[src/rtl/mc_control_fsm.sv]
// Multi-cycle control sequencer for the AND/OR/ADD, LW, SW, BEQ MIPS datapath.
// Steps each instruction through fetch/decode/execute/memory/write-back and halts on errors.
module mc_control_fsm #(
  parameter int unsigned MEM_TIMEOUT = 15,
  parameter int unsigned CNT_W       = 16
) (
  input  logic             clk,
  input  logic             areset,
  input  logic             run,
  input  logic [5:0]       opcode,
  input  logic [5:0]       funct,
  input  logic             alu_zero,
  input  logic             mem_ready,
  output logic             ir_write,
  output logic             pc_write,
  output logic             pc_src,
  output logic             reg_dst,
  output logic             alu_src,
  output logic             mem_to_reg,
  output logic             reg_write,
  output logic [1:0]       alu_op,
  output logic             mem_read,
  output logic             mem_write,
  output logic             halted,
  output logic             err,
  output logic [CNT_W-1:0] retire_cnt,
  output logic [3:0]       state
);

  typedef enum logic [3:0] {
    S_IDLE      = 4'd0,
    S_FETCH     = 4'd1,
    S_DECODE    = 4'd2,
    S_MEM_ADDR  = 4'd3,
    S_MEM_READ  = 4'd4,
    S_MEM_WB    = 4'd5,
    S_MEM_WRITE = 4'd6,
    S_R_EXEC    = 4'd7,
    S_R_WB      = 4'd8,
    S_BEQ_EXEC  = 4'd9,
    S_HALT      = 4'd10
  } state_t;

  localparam logic [5:0] OP_RTYPE = 6'b000000;
  localparam logic [5:0] OP_LW    = 6'b100011;
  localparam logic [5:0] OP_SW    = 6'b101011;
  localparam logic [5:0] OP_BEQ   = 6'b000100;
  localparam logic [5:0] FN_AND   = 6'b100100;
  localparam logic [5:0] FN_OR    = 6'b100101;
  localparam logic [5:0] FN_ADD   = 6'b100000;
  localparam logic [7:0] TIMEOUT  = 8'(MEM_TIMEOUT);

  state_t           state_q, state_d;
  logic [7:0]       wait_q, wait_d;
  logic [CNT_W-1:0] retire_q, retire_d;
  logic             halted_q, halted_d;
  logic             err_q, err_d;
  logic [1:0]       aop_q, aop_d;

  logic             retire;
  logic             go_halt;
  logic             fn_legal;
  logic [1:0]       fn_aop;

  always_ff @(posedge clk or negedge areset) begin
    if (!areset) begin
      state_q  <= S_IDLE;
      wait_q   <= '0;
      retire_q <= '0;
      halted_q <= 1'b0;
      err_q    <= 1'b0;
      aop_q    <= '0;
    end else begin
      state_q  <= state_d;
      wait_q   <= wait_d;
      retire_q <= retire_d;
      halted_q <= halted_d;
      err_q    <= err_d;
      aop_q    <= aop_d;
    end
  end

  always_comb begin
    fn_legal = 1'b1;
    fn_aop   = 2'b00;
    case (funct)
      FN_AND:  fn_aop = 2'b00;
      FN_OR:   fn_aop = 2'b01;
      FN_ADD:  fn_aop = 2'b10;
      default: fn_legal = 1'b0;
    endcase
  end

  always_comb begin
    state_d    = state_q;
    wait_d     = wait_q;
    aop_d      = aop_q;
    retire     = 1'b0;
    go_halt    = 1'b0;
    ir_write   = 1'b0;
    pc_write   = 1'b0;
    pc_src     = 1'b0;
    reg_dst    = 1'b0;
    alu_src    = 1'b0;
    mem_to_reg = 1'b0;
    reg_write  = 1'b0;
    alu_op     = 2'b00;
    mem_read   = 1'b0;
    mem_write  = 1'b0;

    case (state_q)
      S_IDLE: begin
        if (run) state_d = S_FETCH;
      end
      S_FETCH: begin
        ir_write = 1'b1;
        state_d  = S_DECODE;
      end
      S_DECODE: begin
        case (opcode)
          OP_RTYPE:      state_d = S_R_EXEC;
          OP_LW, OP_SW:  state_d = S_MEM_ADDR;
          OP_BEQ:        state_d = S_BEQ_EXEC;
          default:       go_halt = 1'b1;
        endcase
      end
      S_R_EXEC: begin
        reg_dst = 1'b1;
        alu_op  = fn_aop;
        if (fn_legal) begin
          aop_d   = fn_aop;
          state_d = S_R_WB;
        end else begin
          go_halt = 1'b1;
        end
      end
      S_R_WB: begin
        // ALU op captured in R_EXEC so write-back does not re-decode funct
        reg_dst   = 1'b1;
        alu_op    = aop_q;
        reg_write = 1'b1;
        pc_write  = 1'b1;
        retire    = 1'b1;
        state_d   = S_FETCH;
      end
      S_MEM_ADDR: begin
        alu_src = 1'b1;
        alu_op  = 2'b10;
        wait_d  = '0;
        state_d = (opcode == OP_LW) ? S_MEM_READ : S_MEM_WRITE;
      end
      S_MEM_READ: begin
        alu_src  = 1'b1;
        alu_op   = 2'b10;
        mem_read = 1'b1;
        if (mem_ready) begin
          state_d = S_MEM_WB;
        end else if (wait_q + 8'd1 == TIMEOUT) begin
          go_halt = 1'b1;
        end else begin
          wait_d = wait_q + 8'd1;
        end
      end
      S_MEM_WB: begin
        mem_to_reg = 1'b1;
        reg_write  = 1'b1;
        mem_read   = 1'b1;
        pc_write   = 1'b1;
        retire     = 1'b1;
        state_d    = S_FETCH;
      end
      S_MEM_WRITE: begin
        alu_src   = 1'b1;
        alu_op    = 2'b10;
        mem_write = 1'b1;
        if (mem_ready) begin
          pc_write = 1'b1;
          retire   = 1'b1;
          state_d  = S_FETCH;
        end else if (wait_q + 8'd1 == TIMEOUT) begin
          go_halt = 1'b1;
        end else begin
          wait_d = wait_q + 8'd1;
        end
      end
      S_BEQ_EXEC: begin
        alu_op   = 2'b11;
        pc_write = 1'b1;
        pc_src   = alu_zero;
        retire   = 1'b1;
        state_d  = S_FETCH;
      end
      S_HALT: begin
        state_d = S_HALT;
      end
      default: begin
        state_d = S_IDLE;
      end
    endcase

    if (go_halt) state_d = S_HALT;
  end

  // Every entry into HALT is an error halt, so both flags set together
  assign halted_d = halted_q | go_halt;
  assign err_d    = err_q | go_halt;
  assign retire_d = retire ? retire_q + 1'b1 : retire_q;

  assign halted     = halted_q;
  assign err        = err_q;
  assign retire_cnt = retire_q;
  assign state      = state_q;

endmodule

[config.mk]
export PLATFORM = sky130hd
export DESIGN_NAME = mc_control_fsm
export DESIGN_NICKNAME = d
export VERILOG_FILES = /design/src/rtl/mc_control_fsm.sv
export SDC_FILE = /design/constraint.sdc
export NUM_CORES = 1
export LEC_CHECK = 0
export BUFFER_PORTS_ARGS = -buffer_cell sky130_fd_sc_hd__buf_2
export CAP_MARGIN = 20
export CORE_MARGIN = 8
export CORE_UTILIZATION = 57
export CTS_CLUSTER_DIAMETER = 40
export CTS_CLUSTER_SIZE = 40
export DETAILED_ROUTE_END_ITERATION = 10
export GPL_TIMING_DRIVEN = 0
export PLACE_DENSITY_LB_ADDON = 0.3
export SKIP_CTS_REPAIR_TIMING = 1
export SLEW_MARGIN = 20
export SYNTH_ARGS = -nofsm -noshare
export SYNTH_HDL_FRONTEND = slang
export SYNTH_SLANG_ARGS = --single-unit
[constraint.sdc]
create_clock -name clk -period 2.75 [get_ports clk]
set_input_delay 0.275 -clock clk [delete_from_list [all_inputs] [get_ports clk]]
set_output_delay 0.275 -clock clk [all_outputs]
set_load 0.005 [all_outputs]
==> impl_metrics.env <==
export IMPL_status="finished with violations"
export IMPL_violations="hold timing"
export IMPL_crit_start="state[1]$_DFFE_PN0P_"
export IMPL_p_clk_share_pct=15.4
export IMPL_wl_um=4400
export IMPL_worstSetupStartpointType="register"
export IMPL_cts_tree="yes"
export IMPL_final_antenna_net_count=0
export IMPL_n_fill_cell=265
export IMPL_initial_utilization_pct=58.4
export IMPL_clk_pin_slew_ns=0.09
export IMPL_drtIter0Drc=121
export IMPL_die_w_um=74.0
export IMPL_cp_arrival_ns=2.08
export IMPL_finalSetupTns_ns=0
export IMPL_cp_max_fo=10
export IMPL_die_y_um=74.0
export IMPL_die_area_sq_um=5480
export IMPL_drc_errors=0
export IMPL_synth_area_leaders="dfrtp_1 (42%), xnor2_1 (6.4%), a21oi_1 (3.7%), nand2b_1 (3.6%), nor2_1 (2.9%)"
export IMPL_r2r_slack_ns=0.65
export IMPL_drive_gt1_share_pct=25.7
export IMPL_wl_per_cell_um=14.2
export IMPL_grt_overflow_total=0
export IMPL_critical_path_class="reg -> out"
export IMPL_relSlewSlack_pct=53.0
export IMPL_antenna_found_initial=0
export IMPL_r2r_end="wait_q[2]$_DFFE_PN0P_"
export IMPL_dp_hpwl_um=3370
export IMPL_num_nets_final=285
export IMPL_switching_power_mw=0.776
export IMPL_whs_ns=-0.0212
export IMPL_root_buffer="clkbuf_4"
export IMPL_tightestPinTransition_ns=0.705
export IMPL_synth_area_leader_cell="dfrtp_1"
export IMPL_crit_end="alu_op[1]"
export IMPL_power_leakage_nw=1.11
export IMPL_r2r_cells=6
export IMPL_total_power_mw=1.91
export IMPL_dpl_cell_area_sq_um=2220
export IMPL_cts_made_buffers=5
export IMPL_hold_path_class="in -> async"
export IMPL_yosys_register_bits=32
export IMPL_crit_path_end_kind="output port"
export IMPL_synth_ff_type="dfrtp_1"
export IMPL_yosys_area_top_type_share_pct=41.7
export IMPL_synth_common_cells="dfrtp_1 (32), nor2_1 (15), a21oi_1 (14), xnor2_1 (14)"
export IMPL_area_growth_pct=19.2
export IMPL_finalClockSkew_ns=0.00466
export IMPL_async_flop_share_pct=100
export IMPL_ioPinCount=50
export IMPL_grt_pass1_vias=1698
export IMPL_synth_area_sq_um=1920
export IMPL_rows=21
export IMPL_synthCells=209
export IMPL_grt_use_total_pct=17.3
export IMPL_htreeDepth=2
export IMPL_cellPowerDensity_nw_per_um2=834
export IMPL_synth_edf_count=0
export IMPL_core_area_sq_um=3280
export IMPL_clockBufferDepth=2
export IMPL_dp_cells=304
export IMPL_fin_area_sq_um=2290
export IMPL_internal_power_mw=1.13
export IMPL_synth_warnings=0
export IMPL_cp_required_ns=2.48
export IMPL_grt_pass1_wl_um=7580
export IMPL_yosysSeqAreaShare_pct=41.7
export IMPL_power_share_sequential_pct=38.0
export IMPL_antennaDiodeCount=0
export IMPL_hold_viol=32
export IMPL_final_cells=311
export IMPL_place_gp_congestion=0.925
export IMPL_finalMaxSlewViolations=0
export IMPL_swShare_pct=40.7
export IMPL_postSynthAreaPerCell_sq_um=9.18
export IMPL_syn_nets=229
export IMPL_routed_via_count=1753
export IMPL_setup_viol=0
export IMPL_yosysMostFrequentCell="dfrtp_1"
export IMPL_drtPass1Iterations=4
export IMPL_numClockSinks=32
export IMPL_io_buffers=49
export IMPL_rr_startpoint="wait_q[1]$_DFFE_PN0P_"
export IMPL_clkLatencyLatePin_ns=0.33
export IMPL_grt_max_degree=33
export IMPL_fmax_mhz=424
export IMPL_combPwrFrac_pct=46.6
export IMPL_finalCriticalPeriod_ns=2.36
export IMPL_maxCapViolCount=0
export IMPL_rsz0062_at_grt="no"
export IMPL_ir_drop_mv=0.478
export IMPL_synth_cell_types=48
export IMPL_period_share_pct=85.8
export IMPL_vias_per_cell=5.64
power groups by stage:
stage | registers (mW) | logic, mW | clock network (mW)
finish | 0.724 | 0.888 | 0.294
global route | 0.740 | 1.00 | 0.328
CTS | 0.720 | 0.895 | 0.304
detailed placement | 0.728 | 0.891 | 0
global placement | 0.724 | 0.868 | 0
floorplan | 0.703 | 0.614 | 0
flip-flops by register name (all words and copies together), names as in the netlist:
register / cells
halted: 1
retire_cnt: 16
err: 1
state: 4
aop_q: 2
wait_q: 8
layout make-up:
class,instances,area [sq um],share of cell area [%]
tap,46,57.6,2.52
clock buffer,7,65.1,2.85
timing repair buffer,49,245,10.7
inverter,11,41.3,1.81
sequential,32,801,35.0
multi-input combinational,159,1050,45.9
buffer,7,27.5,1.20
metrics by stage:
step                      worst slack [ns]  utilization [%]
after floorplan                      0.956                -
after global routing                 0.179             69.6
after global placement               0.732             67.6
after detailed placement             0.689             67.6
after CTS                            0.403             69.6
final                                0.391             69.6
cells in the final DEF (no fill, tap or decap), types with 3 or more instances in the layout:
cell,Yosys,routed
nand3_1,11,11
o21a_1,3,3
a21oi_1,14,14
inv_1,11,11
nor2b_1,5,5
nand4_1,4,4
dfrtp_1,32,32
xor2_1,6,6
and3_1,8,8
o22ai_1,3,3
nor2_1,15,15
ha_1,3,3
nand2_1,9,9
nor3_1,7,7
xnor2_1,14,14
clkbuf_1,5,5
nand3b_1,3,3
clkbuf_4,0,5
buf_2,1,50
o21ai_0,8,8
and2_1,3,3
or2_2,3,3
nand2b_1,11,11
critical path: stages (launching register included):
cell	delay, ns
dfrtp_1	0.35
clkbuf_1	0.30
clkbuf_1	0.41
xor2_1	0.13
a22oi_1	0.17
nor2_1	0.06
a21oi_1	0.10
o21ai_0	0.09
buf_2	0.15
worst min-delay path by stage:
stage,startpoint,to,slack [ns],cells past startpoint
2_1_floorplan,areset,aop_q[0]$_DFFE_PN0P_,-0.02,0
3_3_place_gp,areset,aop_q[1]$_DFFE_PN0P_,0.36,1
3_5_place_dp,areset,aop_q[0]$_DFFE_PN0P_,0.36,1
4_1_cts,areset,aop_q[0]$_DFFE_PN0P_,-0.005,1
5_1_grt,areset,aop_q[1]$_DFFE_PN0P_,0.03,1
6_report,areset,aop_q[0]$_DFFE_PN0P_,-0.02,1
layer usage:
| layer | wire length, um | GRT usage [%] | vias up |
|---|---|---|---|
| met5 | 0 | 0 | - |
| met4 | 72 | 6.43 | 0 |
| met3 | 237 | 4.85 | 9 |
| met2 | 2160 | 27.6 | 46 |
| met1 | 1930 | 21.7 | 857 |
| li1 | - | - | 841 |
cell families (layout without fill, tap and decap cells):
kind of cell | count (synthesis) | after routing | synth area share [%]
XOR/XNOR | 20 | 20 | 9.13
AND/OR/NAND/NOR | 88 | 88 | 25.8
multiplexers | 4 | 4 | 2.28
AO/OA/AOI/OAI | 44 | 44 | 15.5
adder cells (fa/ha/maj) | 3 | 3 | 1.96
flip-flops | 32 | 32 | 41.7
buffers and inverters | 18 | 74 | 3.59
Note: power is estimated with default switching activity, not from simulation.
